--- src/rtl/uc_move_entidades_pkg.sv ---
// uc_move_entidades_pkg
//   Shared definitions for the entity movement control unit: FSM state
//   codes, direction opcodes, the debug error code, and the opcode decoder
//   that turns a 3-bit direction into per-axis enable/decrement commands.
package uc_move_entidades_pkg;

  typedef enum logic [2:0] {
    INICIO   = 3'd0,
    ESPERA   = 3'd1,
    LE       = 3'd2,
    CALCULA  = 3'd3,
    ESCREVE  = 3'd4,
    PROXIMO  = 3'd5,
    SINALIZA = 3'd6
  } estado_t;

  localparam logic [4:0] DB_ERRO = 5'b11111;

  // Single-axis codes keep the legacy 2-bit meaning when the MSB is 0.
  localparam logic [2:0] OP_PX   = 3'b000;
  localparam logic [2:0] OP_NX   = 3'b001;
  localparam logic [2:0] OP_PY   = 3'b010;
  localparam logic [2:0] OP_NY   = 3'b011;
  localparam logic [2:0] OP_PXPY = 3'b100;
  localparam logic [2:0] OP_PXNY = 3'b101;
  localparam logic [2:0] OP_NXPY = 3'b110;
  localparam logic [2:0] OP_NXNY = 3'b111;

  typedef struct packed {
    logic en;
    logic dec;
  } eixo_cmd_t;

  typedef struct packed {
    eixo_cmd_t y;
    eixo_cmd_t x;
  } mov_t;

  function automatic mov_t decodifica(input logic [2:0] op);
    mov_t m;
    m = '0;
    case (op)
      OP_PX:   begin m.x.en = 1'b1; end
      OP_NX:   begin m.x.en = 1'b1; m.x.dec = 1'b1; end
      OP_PY:   begin m.y.en = 1'b1; end
      OP_NY:   begin m.y.en = 1'b1; m.y.dec = 1'b1; end
      OP_PXPY: begin m.x.en = 1'b1; m.y.en = 1'b1; end
      OP_PXNY: begin m.x.en = 1'b1; m.y.en = 1'b1; m.y.dec = 1'b1; end
      OP_NXPY: begin m.x.en = 1'b1; m.x.dec = 1'b1; m.y.en = 1'b1; end
      OP_NXNY: begin m.x.en = 1'b1; m.x.dec = 1'b1; m.y.en = 1'b1; m.y.dec = 1'b1; end
      default: m = '0;
    endcase
    return m;
  endfunction

endpackage

--- src/rtl/uc_move_entidades_passo.sv ---
// passo_coordenada
//   One-axis step: moves coordinate c by STEP (up or down) within [0, MAX].
//   Leaving the range either wraps around (WRAP=1) or flags borda and keeps
//   c unchanged (WRAP=0).
//   c       in   COORD_W  current coordinate
//   dir_en  in   1        this axis moves
//   dir_dec in   1        1: decrement, 0: increment
//   c_next  out  COORD_W  new coordinate
//   borda   out  1        entity left the screen (only when WRAP=0)
module passo_coordenada #(
  parameter int COORD_W = 4,
  parameter int MAX     = 15,
  parameter int STEP    = 1,
  parameter int WRAP    = 1
) (
  input  logic [COORD_W-1:0] c,
  input  logic               dir_en,
  input  logic               dir_dec,
  output logic [COORD_W-1:0] c_next,
  output logic               borda
);

  // One extra bit so c+STEP cannot overflow before the range test.
  localparam int W = COORD_W + 1;
  localparam logic [W-1:0] STP  = W'(STEP);
  localparam logic [W-1:0] LIM  = W'(MAX);
  localparam logic [W-1:0] LIM1 = W'(MAX + 1);

  logic [W-1:0] ce, s;

  assign ce = {1'b0, c};
  assign s  = ce + STP;

  always_comb begin
    c_next = c;
    borda  = 1'b0;
    if (dir_en) begin
      if (!dir_dec) begin
        if (s > LIM) begin
          if (WRAP != 0) c_next = COORD_W'(s - LIM1);
          else           borda  = 1'b1;
        end else begin
          c_next = COORD_W'(s);
        end
      end else begin
        if (ce < STP) begin
          if (WRAP != 0) c_next = COORD_W'(ce + LIM1 - STP);
          else           borda  = 1'b1;
        end else begin
          c_next = COORD_W'(ce - STP);
        end
      end
    end
  end

endmodule

--- src/rtl/uc_move_entidades.sv ---
// uc_move_entidades
//   Movement control unit. One movimenta pulse walks every entity slot of
//   an external memory; each loaded slot is read, stepped in one of eight
//   directions, and written back (or despawned at a screen edge when
//   WRAP=0). movimentacao_concluida pulses once at the end of the walk.
//   clock, reset            clock / async active-high reset
//   movimenta               start request, only looked at in ESPERA
//   mem_addr                slot index (memory reads are combinational)
//   mem_rd_{loaded,opcode,x,y}  current slot contents
//   mem_we, mem_wr_{x,y,loaded} one-cycle write-back of the slot
//   ocupado                 walk in progress (LE..SINALIZA)
//   movimentacao_concluida  done pulse
//   db_estado               state code, 31 for an illegal state
module uc_move_entidades
  import uc_move_entidades_pkg::*;
#(
  parameter  int N_SLOTS = 16,
  parameter  int COORD_W = 4,
  parameter  int X_MAX   = 15,
  parameter  int Y_MAX   = 15,
  parameter  int STEP    = 1,
  parameter  int WRAP    = 1,
  localparam int ADDR_W  = $clog2(N_SLOTS)
) (
  input  logic               clock,
  input  logic               reset,
  input  logic               movimenta,
  output logic [ADDR_W-1:0]  mem_addr,
  input  logic               mem_rd_loaded,
  input  logic [2:0]         mem_rd_opcode,
  input  logic [COORD_W-1:0] mem_rd_x,
  input  logic [COORD_W-1:0] mem_rd_y,
  output logic               mem_we,
  output logic [COORD_W-1:0] mem_wr_x,
  output logic [COORD_W-1:0] mem_wr_y,
  output logic               mem_wr_loaded,
  output logic               ocupado,
  output logic               movimentacao_concluida,
  output logic [4:0]         db_estado
);

  estado_t estado, prox;

  logic [ADDR_W-1:0] idx;
  logic              ultimo;

  mov_t                    mv;
  logic [1:0]              en, dec, borda;
  logic [1:0][COORD_W-1:0] c_at, c_nx;   // [0] = x, [1] = y

  logic [COORD_W-1:0] wr_x_q, wr_y_q;
  logic               wr_ld_q;

  assign ultimo = (idx == ADDR_W'(N_SLOTS - 1));

  // Per-axis stepping, straight off the combinational memory read.
  assign mv   = decodifica(mem_rd_opcode);
  assign en   = {mv.y.en,  mv.x.en};
  assign dec  = {mv.y.dec, mv.x.dec};
  assign c_at = {mem_rd_y, mem_rd_x};

  for (genvar ax = 0; ax < 2; ax++) begin : g_eixo
    passo_coordenada #(
      .COORD_W (COORD_W),
      .MAX     (ax == 0 ? X_MAX : Y_MAX),
      .STEP    (STEP),
      .WRAP    (WRAP)
    ) u_passo (
      .c       (c_at[ax]),
      .dir_en  (en[ax]),
      .dir_dec (dec[ax]),
      .c_next  (c_nx[ax]),
      .borda   (borda[ax])
    );
  end

  always_ff @(posedge clock or posedge reset) begin
    if (reset) estado <= INICIO;
    else       estado <= prox;
  end

  always_comb begin
    prox = estado;
    case (estado)
      INICIO:   prox = ESPERA;
      ESPERA:   if (movimenta) prox = LE;
      LE:       prox = mem_rd_loaded ? CALCULA : PROXIMO;
      CALCULA:  prox = ESCREVE;
      ESCREVE:  prox = PROXIMO;
      PROXIMO:  prox = ultimo ? SINALIZA : LE;
      SINALIZA: prox = ESPERA;
      default:  prox = INICIO;
    endcase
  end

  always_ff @(posedge clock or posedge reset) begin
    if (reset) begin
      idx <= '0;
    end else if (estado == ESPERA && movimenta) begin
      idx <= '0;
    end else if (estado == PROXIMO && !ultimo) begin
      idx <= idx + 1'b1;
    end
  end

  // Results are captured in CALCULA so the write-back data is held stable
  // through ESCREVE regardless of what the memory read port does.
  // Hitting an edge on either axis despawns the whole entity in place.
  always_ff @(posedge clock or posedge reset) begin
    if (reset) begin
      wr_x_q  <= '0;
      wr_y_q  <= '0;
      wr_ld_q <= 1'b0;
    end else if (estado == CALCULA) begin
      if (|borda) begin
        wr_x_q  <= mem_rd_x;
        wr_y_q  <= mem_rd_y;
        wr_ld_q <= 1'b0;
      end else begin
        wr_x_q  <= c_nx[0];
        wr_y_q  <= c_nx[1];
        wr_ld_q <= 1'b1;
      end
    end
  end

  always_comb begin
    mem_we                 = 1'b0;
    ocupado                = 1'b0;
    movimentacao_concluida = 1'b0;
    db_estado              = {2'b00, estado};
    case (estado)
      INICIO, ESPERA: ;
      LE, CALCULA, PROXIMO: ocupado = 1'b1;
      ESCREVE: begin
        ocupado = 1'b1;
        mem_we  = 1'b1;
      end
      SINALIZA: begin
        ocupado                = 1'b1;
        movimentacao_concluida = 1'b1;
      end
      default: db_estado = DB_ERRO;
    endcase
  end

  assign mem_addr      = idx;
  assign mem_wr_x      = wr_x_q;
  assign mem_wr_y      = wr_y_q;
  assign mem_wr_loaded = wr_ld_q;

endmodule

--- config.mk ---
export PLATFORM = sky130hd
export DESIGN_NAME = uc_move_entidades
export DESIGN_NICKNAME = d
export VERILOG_FILES = /design/src/rtl/uc_move_entidades_pkg.sv /design/src/rtl/uc_move_entidades_passo.sv /design/src/rtl/uc_move_entidades.sv
export SDC_FILE = /design/constraint.sdc
export NUM_CORES = 1
export LEC_CHECK = 0
export CELL_PAD_IN_SITES_DETAIL_PLACEMENT = 1
export CELL_PAD_IN_SITES_GLOBAL_PLACEMENT = 1
export CORE_MARGIN = 2
export CORE_UTILIZATION = 40
export CTS_BUF_LIST = sky130_fd_sc_hd__clkbuf_4
export CTS_CLUSTER_DIAMETER = 50
export DETAILED_ROUTE_END_ITERATION = 6
export DONT_BUFFER_PORTS = 1
export PLACE_DENSITY_LB_ADDON = 0.1
export SYNTH_ARGS = -nofsm -noshare
export SYNTH_HDL_FRONTEND = slang
export SYNTH_SLANG_ARGS = --single-unit
--- constraint.sdc ---
create_clock -name clock -period 2.4 [get_ports clock]
set_clock_uncertainty 0.15 [all_clocks]
set_input_delay 0.12 -clock clock [delete_from_list [all_inputs] [get_ports clock]]
set_output_delay 0.12 -clock clock [all_outputs]
set_load 0.02 [all_outputs]
==> flow_summary.yaml, run 1 <==
clocking:
  cts_resized: 0
  cts_hold_buf: 13
  root_buffer: "clkbuf_4"
  cts_setup_buffers: 0
  tritoncts: "yes"
  cts_buffers: 3
  clockBufferDepth: 2
  clk_latency_ns: 0.27
  cts_num_sinks: 16
  path_clk_slew_ns: 0.09
  htree_levels: 1
setup_path:
  cp_slowest_stage_delay_ns: 0.66
  path_class: "reg -> out"
  cp_max_fo: 10
  reg2reg_slack_ns: 0.65
  required_ns: 2.13
  crit_chain: "and3_1 -> nor2_1"
  cp_top_family: "simple AND/OR/NAND/NOR gates"
  crit_buf_inv: 0
  cp-end-kind: "output port"
  start_kind: "flip-flop"
  crit_slowest_cell: "dfrtp_1"
  critPathArrivalTime_ns: 1.66
die:
  core_um2: 2480
  die_w_um: 55.0
  die_height_um: 55.0
  ios: 36
  dieArea_um2: 3030
  initial_core_util_pct: 42.1
  rows: 18
detailed_routing:
  drt_first_iter_violations: 5
  wl_um: 2080
  viasPerCell: 5.30
  vias: 827
  drc: 0
  antenna_left: 0
  wl_per_cell_um: 13.3
  first_pass_iters: 4
global_routing:
  antenna_found_initial: 0
  grt_pass1_vias: 800
  grt_pass1_wl_um: 3300
  grt_max_degree: 17
  grt.total_usage_pct: 15.1
  grt_overflow: 0
power:
  ir_drop_mv: 0.620
  clock_power_share_pct: 11.8
  combinationalPowerShare_pct: 34.9
  p_leak_uw: 0.000522
  switchingPower_uw: 529
  switching_share_pct: 46.6
  p_seq_share_pct: 53.2
  power_density_nw_per_um2: 943
  internal_power_uw: 606
sta:
  fmax_mhz: 519
  relSlewSlack_pct: 56.4
  final_hold_viol_count: 0
  setup_ws_ns: 0.474
  fin_setup_tns_ns: 0
  worst_slew_pin_slew_ns: 0.652
  fin_crit_ns: 1.93
  setup_violations: 0
  rsz0062_at_grt: "false"
  maxSlewViolCount: 0
  timing.final.crit_share_pct: 80.3
layout:
  multiInputGateArea_um2: 579
  areaGrowthSynthToFinish_pct: 15.5
  final-seq-area_um2: 400
  diodes: 0
  fill_cells: 297
  final_area_um2: 1200
  drive_above_1_share_pct: 9.52
  fin_nets: 148
yosys:
  async_flop_share_pct: 100
  syn-num-nets: 137
  synth_area_per_cell_um2: 8.91
  ys_seq_area_share_pct: 38.4
  ys_warn_count: 0
  netlist_area_um2: 1040
  synthFlopType: "dfrtp_1"
  syn_inst: 117
  synth.distinct_cells: 39
  synth_edf_count: 0
  ys_ff_latch: 16
place:
  gp_congestion: 0.594
  io_buffers: 0
  place_area_um2: 1050
  dpl_worst_slack_ns: 0.654
  hpwl_um: 1570
worst_hold_path:
  hold_class: "in -> reg"
flow_run:
  drv_cap: 0
status:
  status: "complete, no violations"
-- power groups by stage --
stage          clock [uW]  sequential, uW  combinational, uW
5_1_grt               154             625                453
3_5_place_dp            0             615                378
2_1_floorplan           0             530                404
4_1_cts               142             608                402
6_report              134             604                396
3_3_place_gp            0             609                368
-- final timing paths --
path,from,to,cells after the start
setup / recovery,estado[1],ocupado,2
hold / removal,mem_rd_opcode[1],mem_wr_y[0],3
setup reg to reg,estado[0],mem_addr[3],4
hold reg to reg,estado[2],estado[0],1
max in group asynchronous,reset,estado[0],2
min in group asynchronous,reset,mem_wr_y[3],2
-- metal layers --
| layer | vias to the layer above | wire length (um) | track usage, % |
|---|---|---|---|
| li1 | 416 | - | - |
| met1 | 390 | 865 | 17.8 |
| met2 | 19 | 1070 | 26.8 |
| met3 | 2 | 115 | 2.15 |
| met4 | 0 | 20 | 7.32 |
| met5 | - | 0 | 0 |
-- tightest hold or removal path: stages --
cell	delay [ns]
nor2_1	0.07
xnor2_1	0.15
o21ai_1	0.05
-- synthesized netlist by cell type, types with 3 or more instances --
| cell type | n | area share, % |
|---|---|---|
| a21oi_1 | 4 | 1.9 |
| inv_1 | 5 | 1.8 |
| ha_1 | 5 | 6.0 |
| nand2_1 | 14 | 5.0 |
| clkbuf_1 | 5 | 1.8 |
| nor2_1 | 12 | 4.3 |
| o21ai_1 | 7 | 3.4 |
| xnor2_1 | 6 | 5.0 |
| nor2b_1 | 3 | 1.8 |
| nand2b_1 | 3 | 1.8 |
| nand3_1 | 3 | 1.4 |
| dfrtp_1 | 16 | 38 |
-- layout make-up --
class	instances	share of cell area, %
flip-flops and latches	16	33.3
multi-input cells	87	48.1
clock buffers	3	1.87
well taps	30	3.12
repair buffers	15	12.1
inverters	5	1.56
-- flip-flops by register name, summed over array words and instances, names as in the netlist --
signal / cells
mem_wr_x: 4
mem_wr_loaded: 1
mem_addr: 4
mem_wr_y: 4
estado: 3
-- metrics by stage --
stage          hold slack [ns]  total power, uW  cells  utilization (%)
2_1_floorplan           -0.116              934    117                -
3_3_place_gp           -0.0407              977    140             42.4
3_5_place_dp           -0.0338              993    140             42.4
4_1_cts               0.000812             1150    156             48.6
5_1_grt                 0.0132             1230    156             48.6
6_report               0.00116             1130    156             48.6
-- logic make-up (layout without fill, tap and decap cells) --
group | Yosys count | after routing | synth area share [%]
flip-flops | 16 | 16 | 38.4
AO/OA/AOI/OAI | 22 | 22 | 14.3
XOR/XNOR | 8 | 8 | 6.72
adder cells (fa/ha/maj) | 5 | 5 | 6.00
multiplexers | 4 | 4 | 4.08
AND/OR/NAND/NOR | 48 | 48 | 24.5
buffers and inverters | 14 | 23 | 6.00
-- placed cells by master (no fill, tap or decap), types with 2 or more instances in the layout --
cell,netlist,layout
dfrtp_1,16,16
nand2_1,14,14
dlygate4sd3_1,0,13
nor2_1,12,12
o21ai_1,7,7
xnor2_1,6,6
inv_1,5,5
ha_1,5,5
a21oi_1,4,4
nand2b_1,3,3
nand3_1,3,3
nor2b_1,3,3
clkbuf_4,0,3
o21ai_0,2,2
or3_1,2,2
nor3b_1,2,2
mux2i_1,2,2
xor2_1,2,2
buf_4,2,2
Power figures use the tool's default switching activity.
==> run 2, diff against run 1 <==
- clock period: 2.4 -> 1.5 ns (I/O delays scaled with it)
==> run 2 against run 1 <==
Flip-flop and latch count unchanged. Critical path type unchanged. Non-clock buffer count up 20. Clock power grew 81%. Cell count is 13% higher. Final area grew 19%. Worst hold slack better by 0.022 ns.
==> flow_summary.yaml, run 2 (same netlist as run 1, synthesis figures left out) <==
status:
  status: "complete, no violations"
power:
  combinationalPowerShare_pct: 51.0
  switching_share_pct: 44.7
  p_leak_uw: 0.000620
  power_density_nw_per_um2: 1580
  internal_power_uw: 1250
  ir_drop_mv: 1.00
  switchingPower_uw: 1010
  clock_power_share_pct: 10.7
  p_seq_share_pct: 38.2
sta:
  timing.final.crit_share_pct: 99.4
  maxSlewViolCount: 0
  rsz0062_at_grt: "true"
  fin_crit_ns: 1.49
  fmax_mhz: 671
  setup_violations: 0
  final_hold_viol_count: 0
  worst_slew_pin_slew_ns: 0.646
  relSlewSlack_pct: 56.9
  fin_setup_tns_ns: 0
setup_path:
  cp_max_fo: 8
  crit_slowest_cell: "dfrtp_1"
  timing.rr.start: "estado[1]"
  required_ns: 1.27
  cp_slowest_stage_delay_ns: 0.42
  cp_top_family: "flip-flops"
  path_common_cell: "buf_6"
  critPathArrivalTime_ns: 1.27
  reg2regPathDepth: 3
  reg2reg_to: "mem_wr_x[1]"
  path_class: "reg -> out"
  start_kind: "flip-flop"
  crit_chain: "buf_6 -> and3_4 -> nor2_4 -> buf_6"
  crit_buf_inv: 2
  reg2reg_slack_ns: 0.02
  cp-end-kind: "output port"
layout:
  fin_nets: 168
  fin_util_pct: 57.7
  drive_above_1_share_pct: 28.6
  areaGrowthSynthToFinish_pct: 37.2
  layout_common_cells: "dlygate4sd3_1 (15), buf_4 (15), nand2_1 (14), dfrtp_1 (13), nor2_1 (9)"
  diodes: 0
clocking:
  htree_levels: 1
  cts_num_sinks: 16
  cts_buffers: 3
  clk_latency_ns: 0.30
  clockBufferDepth: 2
  root_buffer: "clkbuf_4"
  path_clk_slew_ns: 0.11
  tritoncts: "yes"
die:
  dieArea_um2: 3030
  core_um2: 2480
  ios: 36
  die_w_um: 55.0
  die_height_um: 55.0
  initial_core_util_pct: 42.1
  rows: 18
global_routing:
  grt_overflow: 0
  grt_pass1_wl_um: 4080
  grt_pass1_vias: 978
  grt.total_usage_pct: 19.4
  antenna_found_initial: 0
  grt_max_degree: 17
place:
  io_buffers: 0
  hpwl_um: 1910
  gp_congestion: 0.700
detailed_routing:
  first_pass_iters: 2
  wl_um: 2820
  drc: 0
  vias: 953
  viasPerCell: 5.38
  antenna_left: 0
  wl_per_cell_um: 15.9
  drt_first_iter_violations: 4
worst_hold_path:
  hold_class: "in -> reg"
  min_delay_path_depth: 4
  hp-start: "mem_rd_y[2]"
  whs_endpoint: "mem_wr_y[3]"
flow_run:
  drv_cap: 0
==> run 2: changes by cell type in the layout (fill, tap and decap cells not counted), sizes merged <==
cell	before	now
buf	2	20
dlygate4sd3	13	15
clkinv	0	1
==> run 2: through the flow <==
stage	worst slack, ns	hold WS [ns]	instances	power (uW)	instance area, um^2
2_1_floorplan	0.000919	-0.161	117	1520	1060
3_3_place_gp	0.112	-0.0822	152	1750	1160
3_5_place_dp	0.0619	-0.0706	152	1800	1160
4_1_cts	-0.0155	0.0191	174	2160	1370
5_1_grt	-0.0580	0.0276	177	2430	1430
6_report	0.00936	0.0227	177	2260	1430
==> run 2: routing by layer <==
| metal | vias to the layer above | GRT usage, % | wire length (um) |
|---|---|---|---|
| li1 | 458 | - | - |
| met1 | 468 | 20.6 | 1170 |
| met2 | 27 | 37.3 | 1470 |
| met3 | 0 | 6.99 | 175 |
| met4 | 0 | 2.44 | 0 |
| met5 | - | 0 | 0 |
==> run 2: power by group through the flow <==
| stage | sequential [uW] | combinational, uW | clock, uW |
|---|---|---|---|
| floorplan | 861 | 654 | 0 |
| global placement | 882 | 870 | 0 |
| detailed placement | 895 | 908 | 0 |
| CTS | 864 | 1050 | 247 |
| global route | 890 | 1260 | 277 |
| finish | 863 | 1150 | 242 |
==> run 2: cell type report <==
type / count / area [um^2]
Clock inverter: 1 / 3.75
Tap cell: 30 / 37.5
Multi-Input combinational cell: 87 / 627
Clock buffer: 3 / 22.5
Sequential cell: 16 / 404
Fill cell: 282 / 1050
Timing Repair Buffer: 35 / 317
Inverter: 5 / 18.8
==> run 2: tightest hold or removal path: cells and delay by family <==
kind / cells / cell delay, ns
compound gates: 2 / 0.11
xor+xnor: 1 / 0.18
simple gates: 1 / 0.08
==> run 2: worst max-delay path by stage <==
stage | start | to | slack [ns] | cells past startpoint
after floorplan | mem_addr[0] | mem_addr[3] | 0.0009 | 5
final | estado[2] | ocupado | 0.009 | 4
after global routing | estado[2] | ocupado | -0.06 | 4
after detailed placement | mem_addr[0] | mem_addr[3] | 0.06 | 5
after CTS | estado[2] | ocupado | -0.02 | 4
after global placement | mem_addr[1] | mem_addr[3] | 0.11 | 5
==> run 2: timing repair <==
action / 4_1_cts / 5_1_grt
hold buffers: 15 / 0
hold endpoints to repair: 31 / 0
gates resized for setup: 4 / 10
endpoints found under the setup margin: 5 / 9
setup buffers: 2 / 3
gates cloned: 1 / 0
pin swaps: 0 / 3
==> run 3, diff against run 2 <==
- ABC_CLOCK_PERIOD_IN_PS: not set -> 1500
- CTS_BUF_LIST: sky130_fd_sc_hd__clkbuf_4 -> sky130_fd_sc_hd__clkbuf_4 sky130_fd_sc_hd__clkbuf_8
==> run 3 against run 2 <==
Total power increased by 2.7%. Count of clock-buffer cells in the layout grew 1. Worst hold slack lost 0.0058 ns. Critical endpoint unchanged. Core utilization unchanged. Combinational power barely moved. Cell count is the same. Largest power group unchanged. Sequential share of layout area did not move. Worst setup slack lost 0.0076 ns.
==> flow_summary.yaml, run 3 (same netlist as run 1, synthesis figures left out) <==
status:
  status: "complete, no violations"
clocking:
  clk_latency_ns: 0.30
  path_clk_slew_ns: 0.11
  cts_num_sinks: 16
  cts_buffers: 3
  clockBufferDepth: 2
  tritoncts: "yes"
  htree_levels: 1
  root_buffer: "clkbuf_4"
die:
  ios: 36
  die_height_um: 55.0
  dieArea_um2: 3030
  core_um2: 2480
  die_w_um: 55.0
  initial_core_util_pct: 42.1
  rows: 18
layout:
  areaGrowthSynthToFinish_pct: 37.2
  drive_above_1_share_pct: 27.2
  final_cells: 177
  fin_util_pct: 57.7
  fin_nets: 168
  layout_common_cells: "dlygate4sd3_1 (15), buf_4 (15), nand2_1 (14), dfrtp_1 (13), nor2_1 (10)"
  diodes: 0
detailed_routing:
  wl_per_cell_um: 16.2
  wl_um: 2870
  viasPerCell: 5.39
  vias: 954
  first_pass_iters: 2
  drt_first_iter_violations: 3
  drc: 0
  antenna_left: 0
sta:
  setup_violations: 0
  final_hold_viol_count: 0
  rsz0062_at_grt: "true"
  fmax_mhz: 667
  fin_setup_tns_ns: 0
  relSlewSlack_pct: 57.1
  maxSlewViolCount: 0
  timing.final.crit_share_pct: 99.9
  worst_slew_pin_slew_ns: 0.643
  fin_crit_ns: 1.50
setup_path:
  required_ns: 1.27
  critPathArrivalTime_ns: 1.27
  path_common_cell: "buf_6"
  cp-end-kind: "output port"
  path_class: "reg -> out"
  cp_slowest_stage_delay_ns: 0.42
  start_kind: "flip-flop"
  crit_slowest_cell: "dfrtp_1"
  crit_chain: "buf_6 -> and3_4 -> nor2_4 -> buf_6"
  cp_max_fo: 8
power:
  power_density_nw_per_um2: 1620
  internal_power_uw: 1300
  combinationalPowerShare_pct: 49.5
  switching_share_pct: 44.1
  clock_power_share_pct: 13.3
  switchingPower_uw: 1020
  ir_drop_mv: 1.16
  total_power_uw: 2320
  p_leak_uw: 0.000626
  p_seq_share_pct: 37.3
global_routing:
  grt_pass1_wl_um: 4090
  grt_pass1_vias: 977
  grt.total_usage_pct: 19.4
  grt_max_degree: 17
  antenna_found_initial: 0
  grt_overflow: 0
worst_hold_path:
  hold_class: "in -> reg"
place:
  gp_congestion: 0.700
  hpwl_um: 1910
  place_inst: 152
  io_buffers: 0
flow_run:
  drv_cap: 0
## run 3: layout make-up
type | count | area [um^2]
Tap cell | 30 | 37.5
Sequential cell | 16 | 404
Clock buffer | 4 | 36.3
Multi-Input combinational cell | 87 | 617
Fill cell | 281 | 1050
Timing Repair Buffer | 35 | 317
Inverter | 5 | 18.8
## run 3: final timing paths
check / startpoint / endpoint / slack (ns) / cells past startpoint
worst max-delay path: estado[2] / ocupado / 0.002 / 4
worst min-delay path: mem_rd_y[2] / mem_wr_y[3] / 0.02 / 4
worst max register to register: estado[0] / mem_addr[2] / 0.01 / 6
worst min register to register: estado[0] / estado[0] / 0.45 / 2
max in group asynchronous: reset / mem_addr[0] / 0.61 / 2
min in group asynchronous: reset / mem_wr_y[3] / 0.13 / 2
## run 3: power groups by stage
stage | sequential (uW) | combinational [uW] | clock (uW)
5_1_grt | 890 | 1260 | 328
6_report | 864 | 1150 | 307
2_1_floorplan | 861 | 654 | 0
3_3_place_gp | 882 | 870 | 0
3_5_place_dp | 895 | 908 | 0
4_1_cts | 863 | 1040 | 309
## run 3: worst max-delay path: cells and delay by family, from the launching register on
| kind | cells | cell delay [ns] |
|---|---|---|
| buffers and inverters | 2 | 0.28 |
| and+or+nand+nor | 2 | 0.27 |
| DFF | 1 | 0.42 |
## run 3: layer usage
metal / part of all wire (%) / GRT usage [%] / vias up
met4: 0.38 / 3.66 / 0
met1: 40 / 20.1 / 469
met3: 6.0 / 6.99 / 3
met5: 0 / 0 / -
li1: - / - / 456
met2: 53 / 37.3 / 26
## run 3: stage by stage
| stage | worst slack, ns | area, um^2 | hold slack, ns |
|---|---|---|---|
| after global routing | -0.0608 | 1430 | 0.0277 |
| after CTS | -0.0218 | 1380 | 0.00397 |
| after floorplan | 0.000919 | 1060 | -0.161 |
| after detailed placement | 0.0619 | 1160 | -0.0706 |
| after global placement | 0.112 | 1160 | -0.0822 |
| final | 0.00171 | 1430 | 0.0169 |
## run 3: what timing repair did
action                                 in CTS  in global routing
gates resized for setup                     4                  7
buffers inserted                            2                  3
pin swaps                                   0                  3
gates cloned                                1                  0
endpoints found under the hold margin      31                  0
hold buffers                               15                  0
setup endpoints to repair                   5                  9
